### src/rtl/wb_cmd_master.sv
// Wishbone classic single-transfer initiator: one valid/ready command becomes one
// cyc/stb cycle, ended by ack, err or timeout, and is answered by a valid/ready response.
module wb_cmd_master #(
  parameter int TIMEOUT_CYCLES = 256,
  parameter int CNT_W          = 16
) (
  input  logic        wb_clk_i,
  input  logic        wb_rst_i,
  input  logic        cmd_valid,
  output logic        cmd_ready,
  input  logic        cmd_we,
  input  logic [31:0] cmd_adr,
  input  logic [31:0] cmd_dat,
  input  logic [3:0]  cmd_sel,
  output logic        rsp_valid,
  input  logic        rsp_ready,
  output logic [31:0] rsp_dat,
  output logic        rsp_err,
  output logic        rsp_timeout,
  output logic        wbm_cyc_o,
  output logic        wbm_stb_o,
  output logic        wbm_we_o,
  output logic [3:0]  wbm_sel_o,
  output logic [31:0] wbm_adr_o,
  output logic [31:0] wbm_dat_o,
  input  logic [31:0] wbm_dat_i,
  input  logic        wbm_ack_i,
  input  logic        wbm_err_i,
  output logic        busy
);

  typedef enum logic [1:0] {IDLE, BUS, RESP} state_t;

  localparam logic [CNT_W-1:0] LAST_CNT = CNT_W'(TIMEOUT_CYCLES - 1);

  state_t           state, state_n;
  logic [CNT_W-1:0] cnt, cnt_n;
  logic             cyc_n, we_n;
  logic [3:0]       sel_n;
  logic [31:0]      adr_n, dat_n, rsp_dat_n;
  logic             rsp_valid_n, rsp_err_n, rsp_timeout_n;
  logic             timeout_hit;

  // cmd_ready is held low while reset is asserted so every output reads 0 in reset.
  assign cmd_ready   = (state == IDLE) && !wb_rst_i;
  assign busy        = (state != IDLE);
  assign wbm_stb_o   = wbm_cyc_o;
  assign timeout_hit = (TIMEOUT_CYCLES != 0) && (cnt == LAST_CNT);

  always_ff @(posedge wb_clk_i or posedge wb_rst_i) begin
    if (wb_rst_i) begin
      state       <= IDLE;
      cnt         <= '0;
      wbm_cyc_o   <= 1'b0;
      wbm_we_o    <= 1'b0;
      wbm_sel_o   <= '0;
      wbm_adr_o   <= '0;
      wbm_dat_o   <= '0;
      rsp_valid   <= 1'b0;
      rsp_dat     <= '0;
      rsp_err     <= 1'b0;
      rsp_timeout <= 1'b0;
    end else begin
      state       <= state_n;
      cnt         <= cnt_n;
      wbm_cyc_o   <= cyc_n;
      wbm_we_o    <= we_n;
      wbm_sel_o   <= sel_n;
      wbm_adr_o   <= adr_n;
      wbm_dat_o   <= dat_n;
      rsp_valid   <= rsp_valid_n;
      rsp_dat     <= rsp_dat_n;
      rsp_err     <= rsp_err_n;
      rsp_timeout <= rsp_timeout_n;
    end
  end

  always_comb begin
    state_n       = state;
    cnt_n         = cnt;
    cyc_n         = wbm_cyc_o;
    we_n          = wbm_we_o;
    sel_n         = wbm_sel_o;
    adr_n         = wbm_adr_o;
    dat_n         = wbm_dat_o;
    rsp_valid_n   = rsp_valid;
    rsp_dat_n     = rsp_dat;
    rsp_err_n     = rsp_err;
    rsp_timeout_n = rsp_timeout;
    unique case (state)
      IDLE: begin
        if (cmd_valid) begin
          cyc_n   = 1'b1;
          we_n    = cmd_we;
          sel_n   = cmd_sel;
          adr_n   = cmd_adr;
          dat_n   = cmd_dat;
          cnt_n   = '0;
          state_n = BUS;
        end
      end
      BUS: begin
        cnt_n = cnt + 1'b1;
        // err outranks ack, and a real ack in the final cycle outranks the timeout.
        if (wbm_err_i || wbm_ack_i || timeout_hit) begin
          cyc_n         = 1'b0;
          we_n          = 1'b0;
          sel_n         = '0;
          rsp_valid_n   = 1'b1;
          rsp_err_n     = wbm_err_i || !wbm_ack_i;
          rsp_timeout_n = !wbm_err_i && !wbm_ack_i;
          rsp_dat_n     = (wbm_ack_i && !wbm_err_i && !wbm_we_o) ? wbm_dat_i : 32'h0;
          state_n       = RESP;
        end
      end
      RESP: begin
        if (rsp_ready) begin
          rsp_valid_n   = 1'b0;
          rsp_err_n     = 1'b0;
          rsp_timeout_n = 1'b0;
          state_n       = IDLE;
        end
      end
      default: state_n = IDLE;
    endcase
  end

endmodule

### config.mk
export PLATFORM = sky130hd
export DESIGN_NAME = wb_cmd_master
export DESIGN_NICKNAME = d
export VERILOG_FILES = /design/src/rtl/wb_cmd_master.sv
export SDC_FILE = /design/constraint.sdc
export NUM_CORES = 1
export LEC_CHECK = 0
export BUFFER_PORTS_ARGS = -buffer_cell sky130_fd_sc_hd__buf_2
export CAP_MARGIN = 15
export CORE_MARGIN = 2
export CORE_UTILIZATION = 47
export CTS_CLUSTER_SIZE = 8
export DETAILED_ROUTE_END_ITERATION = 10
export GPL_TIMING_DRIVEN = 0
export PLACE_DENSITY = 0.79
export RECOVER_POWER = 100
export SYNTH_ARGS = -nofsm -noshare
export SYNTH_HDL_FRONTEND = slang
export SYNTH_SLANG_ARGS = --single-unit
### constraint.sdc
create_clock -name wb_clk_i -period 5 [get_ports wb_clk_i]
set_input_delay 0.25 -clock wb_clk_i [delete_from_list [all_inputs] [get_ports wb_clk_i]]
set_output_delay 0.25 -clock wb_clk_i [all_outputs]
set_load 0.005 [all_outputs]
Word level (Yosys, flattened, before mapping)
Cells that the tools add are included.

Memory bits (read-only): 0. Memories kept: 0. Latch bits: 0. Input bits: 107. Bits in registers: 123. Word-level logic and storage cells: 61. Bits in writable memories: 0. Output and inout bits: 108.

Bitwise operators: 0. Order comparisons: 0. Reductions and logical operators: 21. Multiplexer cells: 22. Div/mod/pow operators: 0. Equality and inequality tests: 6. $add $sub $neg: 1. Shift-type cells: 0. Multipliers: 0.

Operators by type and width (number): 32-bit 2-to-1 mux (1); 16-bit one-hot mux with 2 select lines (1); 16-bit by 1-bit adder with 16-bit output, second input constant (1); 16-bit by 8-bit == test with 1-bit output, second input constant (1); 16-bit 2-to-1 mux (1); 1-bit one-hot mux with 2 select lines (5); 3-bit AND reduction (3); 4-bit 2-to-1 mux (2); 4-bit one-hot mux with 2 select lines (1); 1-bit 2-to-1 mux (7); 2-bit 2-to-1 mux (3); 2-bit != test, second input constant (3); 2-bit one-hot mux with 3 select lines (1); 2-bit AND reduction (3); 2-bit nonzero test (3); 1-bit logical AND (4); 1-bit zero test (4); 1-bit logical OR (3); 2-bit by 1-bit == test with 1-bit output, second input constant (1); 2-bit == test, second input constant (1); 2-bit zero test (1).

Depth between registers and ports, before layout
Gate-level depths: netlist of the first run.

Word-level depth: 4. Mapped depth: 7. Mapped depth without buffers: 5.

Worst setup path before layout of the first run
No wires, ideal clock.

Kind: register to register. Start: reg cnt[0]. End: reg wbm_sel_o[0]. Clock period less this slack: 1.649 ns. Arrival: 1.529 ns. Buffers on the path: 2. Setup time: 0.120 ns. Data required time: 4.880 ns. Slack: 3.351 ns. Cell stages (with the launch flop): 8. Path through: dfrtp_1 ha_1 and4_1 buf_6 and4_4 o21ai_4 buf_6 a31o_1.

Longest elaborated chain between the ends: 4.

RTL lines: from (decl) (RTL line 37) `logic [CNT_W-1:0] cnt, cnt_n;`; from (signal assigned) (RTL line 65) `cnt <= cnt_n;`; 16-bit by 8-bit == test with 1-bit output (RTL line 48) `assign timeout_hit = (TIMEOUT_CYCLES != 0) && (cnt == LAST_CNT);`; 1-bit logical OR (RTL line 105) `if (wbm_err_i || wbm_ack_i || timeout_hit) begin`; 2-bit != test (no source line); 3-bit AND reduction (no source line); to (signal assigned) (RTL line 68) `wbm_sel_o <= sel_n;`; to (decl) (RTL line 23) `output logic [3:0] wbm_sel_o,`.

No other way between the ends. A chain may end at the register's enable or synchronous reset.

Final worst setup path of the first run
Start: reg state[0]. End: reg wbm_dat_o[10].

Longest elaborated chain between the ends: 2.

RTL lines: from (decl) (RTL line 36) `state_t state, state_n;`; from (signal assigned) (RTL line 64) `state <= state_n;`; 2-bit zero test (RTL line 90) `unique case (state)`; 2-bit AND reduction (no source line); to (signal assigned) (RTL line 70) `wbm_dat_o <= dat_n;`; to (decl) (RTL line 25) `output logic [31:0] wbm_dat_o,`.

No other way between the ends.

==> results of run 1 <==
==> tightest hold or removal path, delay by kind of cell <==
family,cells,cell delay [ns]
AO/OA/AOI/OAI,1,0.09
buffers and inverters,1,0.07
AND/OR/NAND/NOR,1,0.10
==> final timing paths <==
path	startpoint	endpoint	depth (start not counted)	slack [ns]
setup / recovery	state[0]$_DFFE_PP0P_	wbm_dat_o[10]$_DFFE_PP0P_	5	1.99
hold / removal	cmd_sel[0]	wbm_sel_o[0]$_DFFE_PP0P_	3	0.04
setup reg to reg	state[0]$_DFFE_PP0P_	wbm_dat_o[10]$_DFFE_PP0P_	5	1.99
hold reg to reg	wbm_adr_o[29]$_DFFE_PP0P_	wbm_adr_o[29]$_DFFE_PP0P_	2	0.47
max in group asynchronous	wb_rst_i	wbm_adr_o[4]$_DFFE_PP0P_	4	2.92
min in group asynchronous	wb_rst_i	wbm_adr_o[31]$_DFFE_PP0P_	3	0.97
==> cell usage in the layout (no fill, tap or decap), drive strengths merged <==
cell | synthesis | final
nand4 | 4 | 4
nand2b | 2 | 2
ha | 1 | 1
dfrtp | 123 | 123
and4 | 4 | 4
a22o | 32 | 32
nand2 | 211 | 211
a21boi | 1 | 1
a31oi | 1 | 1
bufinv | 0 | 5
nor2b | 1 | 1
diode | 0 | 1
and4b | 1 | 1
clkinvlp | 0 | 3
nor3 | 1 | 1
clkbuf | 11 | 109
and3 | 4 | 4
dlygate4sd3 | 0 | 99
nor4 | 2 | 2
a41oi | 1 | 1
o21ai | 16 | 16
o31ai | 1 | 1
or2 | 1 | 1
nand3b | 1 | 1
buf | 15 | 152
nor3b | 1 | 1
a31o | 5 | 5
a21oi | 3 | 3
nor2 | 4 | 4
o21a | 1 | 1
clkinv | 0 | 3
o2bb2a | 1 | 1
nand3 | 8 | 8
a22oi | 1 | 1
and2 | 8 | 8
inv | 2 | 3
mux2i | 7 | 7
==> synthesized netlist by cell type (2+ instances only) <==
library cell	number
buf_2	8
a31o_1	5
and2_1	8
and3_1	3
nand2b_1	2
inv_1	2
a22o_1	32
dfrtp_1	123
nand2_1	211
clkbuf_1	10
nor2_1	4
nand4_1	4
buf_6	5
a21oi_1	3
nand3_1	8
mux2i_1	7
o21ai_0	14
and4_1	3
buf_4	2
==> metal layers <==
layer / track usage, % / part of all wire, % / vias up
met4: 15.5 / 4.1 / 0
met2: 51.9 / 51 / 267
met1: 34.5 / 38 / 2383
met5: 0 / 0 / -
met3: 8.22 / 7.1 / 65
li1: - / - / 2246
==> logic make-up after synthesis <==
kind of cell               after synthesis
and+or+nand+nor                        253
DFF                                    123
AOI/OAI and AO/OA                       63
buffers and inverters                   28
muxes                                    7
adders and majority gates                1
==> layout make-up <==
type	instances	area (sq um)
antenna	1	2.50
buffer	26	119
clock buffer	20	455
clock inverter	12	209
fill	680	2550
inverter	2	8.76
multi-input combinational	324	1630
sequential	123	3080
tap	136	170
timing repair buffer	314	2000
==> registers in the layout, indices dropped and copies added (netlist names) <==
name,count
cnt,16
wbm_adr_o,32
wbm_cyc_o,1
rsp_timeout,1
wbm_dat_o,32
rsp_err,1
rsp_valid,1
wbm_we_o,1
rsp_dat,32
wbm_sel_o,4
state,2
==> metrics by stage <==
step / area, sq um / std cells / setup WS (ns) / hold slack, ns
2_1_floorplan: 4900 / 475 / 1.48 / 0.355
3_3_place_gp: 6140 / 825 / 0.303 / 0.439
3_5_place_dp: 6170 / 826 / 2.94 / 0.345
4_1_cts: 7830 / 957 / 2.94 / 0.00895
5_1_grt: 7680 / 958 / 1.82 / 0.0255
6_report: 7680 / 958 / 1.99 / 0.0370
==> report_power, final <==
group | switching [mW] | leakage (nW) | internal, mW
Sequential | 0.269 | 1.58 | 1.42
Clock | 0.463 | 0.318 | 0.906
Combinational | 0.754 | 2.10 | 0.575
Total | 1.49 | 4.00 | 2.90
==> flow_metrics.py, run 1 <==
metrics = {
    "status": {
        "status": "finished with violations",
        "violations": "max-capacitance violations, max-slew violations",
    },
    "cells_and_area": {
        "postLayoutCoreUtil_pct": 75.1,
        "area_delta_synth_final_pct": 56.7,
        "finalNetCount": 916,
        "layout-drive-gt1-share_pct": 23.3,
    },
    "route": {
        "drtAntennaViolNets": 0,
        "drc": 0,
        "route.vias.total": 4961,
        "vias_per_cell": 5.18,
        "first_pass_iters": 4,
        "wl_per_cell_um": 17.2,
        "finalWirelength_um": 16400,
        "drtIter0Drc": 341,
    },
    "synth": {
        "synth.avg_cell_area_sq_um": 10.3,
        "syn-instance-count": 475,
        "synth_top_family_by_area": "simple AND/OR/NAND/NOR gates",
        "yosys.area_share.simple_pct": 22.1,
        "synth_fp_nets": 583,
        "synth_top_flop_cell": "dfrtp_1",
        "synth.largest_area_cell": "dfrtp_1",
        "yosysWarnings": 0,
        "synth-edff-count": 0,
        "synth-adder-area-share_pct": 0.255,
        "synth_area_sq_um": 4900,
        "synth_top_area_share_pct": 62.8,
        "ys_types": 40,
        "synth-xor-area-share_pct": 0,
        "muxShareOfSynthArea_pct": 1.43,
        "synth_seq_area_share_pct": 62.8,
        "ys_seq_elements": 123,
        "synth_compound_area_share_pct": 9.91,
        "ys_async_sr_fraction_pct": 100,
        "synth.area.top_cells": "dfrtp_1 63%, nand2_1 16%, a22o_1 5.7%",
    },
    "grt": {
        "grt_max_degree": 70,
        "first_global_vias": 5264,
        "grt_overflow": 0,
        "grt_pass1_wl_um": 26200,
        "gr-usage-all-layers_pct": 30.2,
        "antenna_found_initial": 1,
    },
    "clocking": {
        "clock_latency_ns": 0.51,
        "cts_buffers": 17,
        "tritoncts": "yes",
        "cts_hold_buf": 99,
        "clockRootBuffer": "clkbuf_8",
        "cts_setup_buffers": 0,
        "cts_resized": 0,
        "cts.sinks": 123,
        "cts.clk_slew.worst_paths_ns": 0.06,
        "cts_buffer_depth": 2,
        "htree_levels": 4,
    },
    "setup_path": {
        "timing.critical_path.to_type": "flop",
        "worstPathRequired_ns": 5.45,
        "cp_num_buf_inv": 2,
        "crit_type": "flop to flop",
        "cp_cell_sequence": "nor3b_1 -> clkbuf_1 -> clkbuf_1 -> nand2_1 -> nand2_1",
        "worstPathMaxFanout": 10,
        "critPathSlowestCell": "nor3b_1",
        "max_stage_delay_ns": 1.16,
        "start_kind": "flop",
        "cp.arrival_ns": 3.47,
        "cp_top_family": "simple AND/OR/NAND/NOR gates",
    },
    "floorplan": {
        "chipHeight_um": 106,
        "die_x_um": 106,
        "initial_core_util_pct": 47.9,
        "core_sq_um": 10200,
        "die_area_sq_um": 11300,
        "boundaryPins": 215,
        "rows": 37,
    },
    "sta": {
        "fin_skew_ns": 0.00937,
        "setup_viol": 0,
        "setup_tns_ns": 0,
        "max_freq_mhz": 332,
        "fin_crit_ns": 3.01,
        "worstMarginPinSlew_ns": 2.44,
        "rsz0062_at_grt": "no",
        "timing.final.crit_share_pct": 60.3,
        "drv_slew": 55,
        "hold_viol": 0,
        "relSlewSlack_pct": -63.9,
    },
    "job": {
        "maxCapViolCount": 1,
    },
    "placed_design": {
        "gp_congestion": 0.798,
        "dp_hpwl_um": 9170,
        "port_buffers": 214,
    },
    "pwr": {
        "p_total_mw": 4.38,
        "p_leak_nw": 4.00,
        "ir_drop_uv": 301,
        "cellPowerDensity_nw_per_um2": 571,
    },
    "min_path": {
        "hold_class": "input port to flop",
    },
}
Note: power is estimated with default switching activity, not from simulation.
==> run 2: changes to the inputs <==
--- a/config.mk
+++ b/config.mk
@@ -8,11 +8,11 @@
 export BUFFER_PORTS_ARGS = -buffer_cell sky130_fd_sc_hd__buf_2
 export CAP_MARGIN = 15
 export CORE_MARGIN = 2
-export CORE_UTILIZATION = 47
+export CORE_UTILIZATION = 43
 export CTS_CLUSTER_SIZE = 8
 export DETAILED_ROUTE_END_ITERATION = 10
 export GPL_TIMING_DRIVEN = 0
-export PLACE_DENSITY = 0.79
+export PLACE_DENSITY = 0.77
 export RECOVER_POWER = 100
 export SYNTH_ARGS = -nofsm -noshare
 export SYNTH_HDL_FRONTEND = slang
==> constraint.sdc (replaced) <==
create_clock -name wb_clk_i -period 2.6 [get_ports wb_clk_i]
set_input_delay 0.13 -clock wb_clk_i [delete_from_list [all_inputs] [get_ports wb_clk_i]]
set_output_delay 0.13 -clock wb_clk_i [all_outputs]
set_load 0.005 [all_outputs]
==> flow_metrics.py, run 2 (synthesized netlist as in run 1, its figures left out) <==
metrics = {
    "status": {
        "status": "finished clean",
    },
    "floorplan": {
        "boundaryPins": 215,
        "chipHeight_um": 111,
        "initial_core_util_pct": 44.6,
        "die_x_um": 111,
        "core_sq_um": 11000,
        "die_area_sq_um": 12300,
        "rows": 38,
    },
    "clocking": {
        "tritoncts": "yes",
        "cts_setup_buffers": 0,
        "cts_buffer_depth": 2,
        "clock_latency_ns": 0.42,
        "cts_resized": 0,
        "htree_levels": 4,
        "cts_buffers": 17,
        "clockRootBuffer": "clkbuf_16",
        "cts.clk_slew.worst_paths_ns": 0.06,
        "cts_hold_buf": 100,
        "cts.sinks": 123,
    },
    "min_path": {
        "hold_class": "input port to flop",
    },
    "setup_path": {
        "cp_top_family": "buffers and inverters",
        "crit_top_cell": "nand2_1",
        "timing.critical_path.to_type": "flop",
        "worstPathRequired_ns": 2.95,
        "start_kind": "flop",
        "cp_num_buf_inv": 2,
        "max_stage_delay_ns": 0.55,
        "cp.arrival_ns": 2.46,
        "critPathSlowestCell": "nor3b_2",
        "crit_type": "flop to flop",
        "cp_cell_sequence": "nor3b_2 -> clkbuf_1 -> buf_2 -> nand2_1 -> nand2_1",
        "worstPathMaxFanout": 10,
    },
    "sta": {
        "setup_viol": 0,
        "relSlewSlack_pct": 18.0,
        "fin_crit_ns": 2.11,
        "whs_ns": 0.0206,
        "timing.final.crit_share_pct": 81.0,
        "rsz0062_at_grt": "no",
        "hold_viol": 0,
        "max_freq_mhz": 475,
        "worstMarginPinSlew_ns": 1.22,
        "setup_tns_ns": 0,
        "fin_skew_ns": 0.0129,
        "layout_setup_ws_ns": 0.493,
        "drv_slew": 0,
    },
    "cells_and_area": {
        "layout-drive-gt1-share_pct": 23.6,
        "largest_registers": "rsp_dat (32), wbm_adr_o (32), wbm_dat_o (32)",
        "layout_commonest_cell": "nand2_1",
        "final_cells": 962,
        "finalNetCount": 919,
        "fillers": 785,
        "final_cell_mix": "211 x nand2_1, 148 x buf_2, 123 x dfrtp_1",
        "area_delta_synth_final_pct": 56.8,
        "postLayoutCoreUtil_pct": 69.9,
        "postLayoutCellArea_sq_um": 7680,
        "antenna_cells": 0,
    },
    "grt": {
        "gr-usage-all-layers_pct": 28.4,
        "first_global_vias": 5359,
        "antenna_found_initial": 0,
        "grt_pass1_wl_um": 27200,
        "grt_overflow": 0,
        "grt_max_degree": 43,
    },
    "placed_design": {
        "dp.cells": 832,
        "gp_congestion": 0.839,
        "place_area_sq_um": 6210,
        "place_ws_ns": 0.714,
        "dp_hpwl_um": 9940,
        "port_buffers": 214,
    },
    "route": {
        "first_pass_iters": 4,
        "wl_met2_um": 8760,
        "wl_per_cell_um": 17.6,
        "finalWirelength_um": 16900,
        "route.vias.total": 5003,
        "wirelength_met1_um": 6290,
        "drtIter0Drc": 300,
        "drtAntennaViolNets": 0,
        "drc": 0,
        "maxUsedRoutingLayer": "met4",
        "vias_per_cell": 5.20,
        "route.met3.wl_um": 1210,
    },
    "job": {
        "maxCapViolCount": 0,
    },
    "pwr": {
        "p_total_mw": 8.22,
        "p_leak_nw": 4.01,
        "ir_drop_uv": 741,
        "cellPowerDensity_nw_per_um2": 1070,
    },
}
==> run 2: path summary, 6_finish.rpt <==
kind	endpoint	slack, ns	start	depth (start not counted)
min reg2reg	wbm_adr_o[30]$_DFFE_PP0P_	0.48	wbm_adr_o[30]$_DFFE_PP0P_	2
max	wbm_dat_o[18]$_DFFE_PP0P_	0.49	state[0]$_DFFE_PP0P_	5
max reg2reg	wbm_dat_o[18]$_DFFE_PP0P_	0.49	state[0]$_DFFE_PP0P_	5
min in group asynchronous	wbm_dat_o[0]$_DFFE_PP0P_	0.52	wb_rst_i	3
max in group asynchronous	rsp_dat[17]$_DFFE_PP0P_	0.72	wb_rst_i	5
min	wbm_sel_o[3]$_DFFE_PP0P_	0.02	cmd_sel[3]	3
==> run 2: area by class of cell <==
cell class	count	area [sq um]	area share, %
buffer	26	154	2.00
clock buffer	24	502	6.53
clock inverter	6	86.3	1.12
inverter	2	8.76	0.114
multi-input combinational	324	1650	21.5
sequential	123	3080	40.1
tap	140	175	2.28
timing repair buffer	317	2030	26.4
==> run 2: per-layer routing <==
layer	up-vias	GRT usage, %
li1	2246	-
met1	2444	31.0
met2	257	49.6
met3	56	9.90
met4	0	13.3
met5	-	0
==> run 2: power by group <==
part	internal (mW)	switching, mW
registers	2.73	0.534
clock network	1.53	0.827
logic	1.14	1.47
==> run 2: worst register-to-register path: stages, from the launching register on <==
cell and delay, ns:
dfrtp_1 0.46, nor3b_2 0.55, clkbuf_1 0.52, buf_2 0.32, nand2_1 0.11, nand2_1 0.09
==> run 3: changes to the inputs <==
--- a/config.mk
+++ b/config.mk
@@ -8,11 +8,11 @@
 export BUFFER_PORTS_ARGS = -buffer_cell sky130_fd_sc_hd__buf_2
 export CAP_MARGIN = 15
 export CORE_MARGIN = 2
-export CORE_UTILIZATION = 43
+export CORE_UTILIZATION = 47
 export CTS_CLUSTER_SIZE = 8
 export DETAILED_ROUTE_END_ITERATION = 10
 export GPL_TIMING_DRIVEN = 0
-export PLACE_DENSITY = 0.77
+export PLACE_DENSITY = 0.79
 export RECOVER_POWER = 100
 export SYNTH_ARGS = -nofsm -noshare
 export SYNTH_HDL_FRONTEND = slang
==> constraint.sdc (replaced) <==
create_clock -name wb_clk_i -period 2 [get_ports wb_clk_i]
set_input_delay 0.1 -clock wb_clk_i [delete_from_list [all_inputs] [get_ports wb_clk_i]]
set_output_delay 0.1 -clock wb_clk_i [all_outputs]
set_load 0.005 [all_outputs]
==> flow_metrics.py, run 3 (synthesized netlist as in run 1, its figures left out) <==
metrics = {
    "status": {
        "status": "finished clean",
    },
    "clocking": {
        "cts_setup_buffers": 0,
        "clock_latency_ns": 0.52,
        "tritoncts": "yes",
        "htree_levels": 4,
        "cts_buffers": 17,
        "clockRootBuffer": "clkbuf_8",
        "cts_buffer_depth": 2,
        "cts.clk_slew.worst_paths_ns": 0.06,
        "cts.sinks": 123,
    },
    "setup_path": {
        "max_stage_delay_ns": 0.43,
        "cp.arrival_ns": 2.36,
        "rr_startpoint": "cnt[0]$_DFFE_PP0P_",
        "worstPathMaxFanout": 10,
        "critPathSlowestCell": "dfrtp_1",
        "rrSetupSlack_ns": 0.08,
        "r2r_end": "rsp_dat[31]$_DFFE_PP0P_",
        "crit_type": "flop to flop",
        "start_kind": "flop",
        "reg2reg_depth": 7,
        "cp_cell_sequence": "ha_1 -> and4_1 -> buf_6 -> and4_1 -> o21ai_4 -> buf_6 -> a22o_1",
        "timing.critical_path.to_type": "flop",
        "worstPathRequired_ns": 2.45,
    },
    "cells_and_area": {
        "fillers": 663,
        "final_cell_mix": "211 x nand2_1, 142 x buf_2, 123 x dfrtp_1",
        "largest_registers": "rsp_dat (32), wbm_adr_o (32), wbm_dat_o (32)",
        "layout-drive-gt1-share_pct": 23.8,
        "antenna_cells": 0,
        "postLayoutCoreUtil_pct": 75.0,
        "layout_commonest_cell": "nand2_1",
        "area_delta_synth_final_pct": 56.6,
        "final_cells": 964,
        "postLayoutCellArea_sq_um": 7670,
        "finalNetCount": 924,
    },
    "grt": {
        "gr-usage-all-layers_pct": 30.0,
        "first_global_vias": 5263,
        "grt_pass1_wl_um": 26200,
        "grt_max_degree": 45,
        "antenna_found_initial": 0,
        "grt_overflow": 0,
    },
    "floorplan": {
        "initial_core_util_pct": 47.9,
        "die_x_um": 106,
        "rows": 37,
        "chipHeight_um": 106,
        "core_sq_um": 10200,
        "boundaryPins": 215,
        "die_area_sq_um": 11300,
    },
    "sta": {
        "setup_viol": 0,
        "fin_crit_ns": 1.92,
        "max_freq_mhz": 522,
        "relSlewSlack_pct": 41.8,
        "layout_setup_ws_ns": 0.0830,
        "hold_viol": 0,
        "fin_skew_ns": 0.0173,
        "rsz0062_at_grt": "no",
        "timing.final.crit_share_pct": 95.9,
        "drv_slew": 0,
        "worstMarginPinSlew_ns": 0.873,
    },
    "route": {
        "wl_met2_um": 8360,
        "wirelength_met1_um": 6330,
        "first_pass_iters": 5,
        "route.vias.total": 4990,
        "drtAntennaViolNets": 0,
        "maxUsedRoutingLayer": "met4",
        "finalWirelength_um": 16400,
        "wl_per_cell_um": 17.0,
        "route.met3.wl_um": 1160,
        "drc": 0,
        "vias_per_cell": 5.18,
        "drtIter0Drc": 325,
    },
    "placed_design": {
        "dp_hpwl_um": 9380,
        "gp_congestion": 0.781,
        "place_area_sq_um": 6210,
        "place_ws_ns": -0.0313,
        "dp.cells": 828,
        "port_buffers": 214,
    },
    "pwr": {
        "p_total_mw": 10.4,
        "p_leak_nw": 3.98,
        "cellPowerDensity_nw_per_um2": 1360,
        "ir_drop_uv": 817,
    },
    "job": {
        "maxCapViolCount": 0,
    },
    "min_path": {
        "hold_class": "input port to asynchronous set/reset pin",
    },
}
==> run 3: cell type report <==
class	instances	area, sq um	share of cell area (%)
timing repair buffer	322	2060	26.8
sequential	123	3080	40.1
clock buffer	17	414	5.40
inverter	2	8.76	0.114
clock inverter	14	124	1.61
multi-input combinational	324	1660	21.6
buffer	26	164	2.14
tap	136	170	2.22
==> run 3: stage by stage <==
step	setup TNS, ns	hold slack, ns
CTS	0	0.111
finish	0	0.186
global placement	-36.04	0.288
floorplan	0	0.205
detailed placement	-0.122	0.109
global route	0	0.229
==> run 3: routing by layer <==
layer  up-vias  track usage [%]
met5         -                0
met4         0             12.4
met3        47             8.34
met2       262             51.9
met1      2422             35.2
li1       2259                -
==> run 3: critical path, delay by kind of cell (launching register included) <==
family                     cells  cell delay (ns)
adders and majority gates      1             0.27
buffers and inverters          2             0.31
AOI/OAI and AO/OA              2             0.40
and+or+nand+nor                2             0.42
DFF                            1             0.43
==> run 3: report_power, final <==
| group | internal, mW | total (mW) | switching (mW) |
|---|---|---|---|
| Sequential | 3.54 | 4.25 | 0.711 |
| Combinational | 1.49 | 3.39 | 1.90 |
| Clock | 1.64 | 2.79 | 1.16 |
| Total | 6.66 | 10.4 | 3.77 |
==> run 3: worst max-delay path by stage <==
stage                                    start                        end  slack (ns)
after floorplan             cnt[0]$_DFFE_PP0P_   wbm_sel_o[0]$_DFFE_PP0P_        0.35
after global placement                wb_rst_i     rsp_dat[3]$_DFFE_PP0P_       -0.30
after detailed placement  state[0]$_DFFE_PP0P_  wbm_dat_o[17]$_DFFE_PP0P_       -0.03
after CTS                 state[0]$_DFFE_PP0P_  wbm_dat_o[18]$_DFFE_PP0P_         0.1
after global routing        cnt[0]$_DFFE_PP0P_       state[1]$_DFFE_PP0P_        0.02
final                       cnt[0]$_DFFE_PP0P_    rsp_dat[31]$_DFFE_PP0P_        0.08
==> run 3: timing repair <==
action | 4_1_cts | 5_1_grt
resized for setup | 1 | 2
setup endpoints to repair | 10 | 1
hold endpoints to repair | 152 | 0
hold buffers | 105 | 0
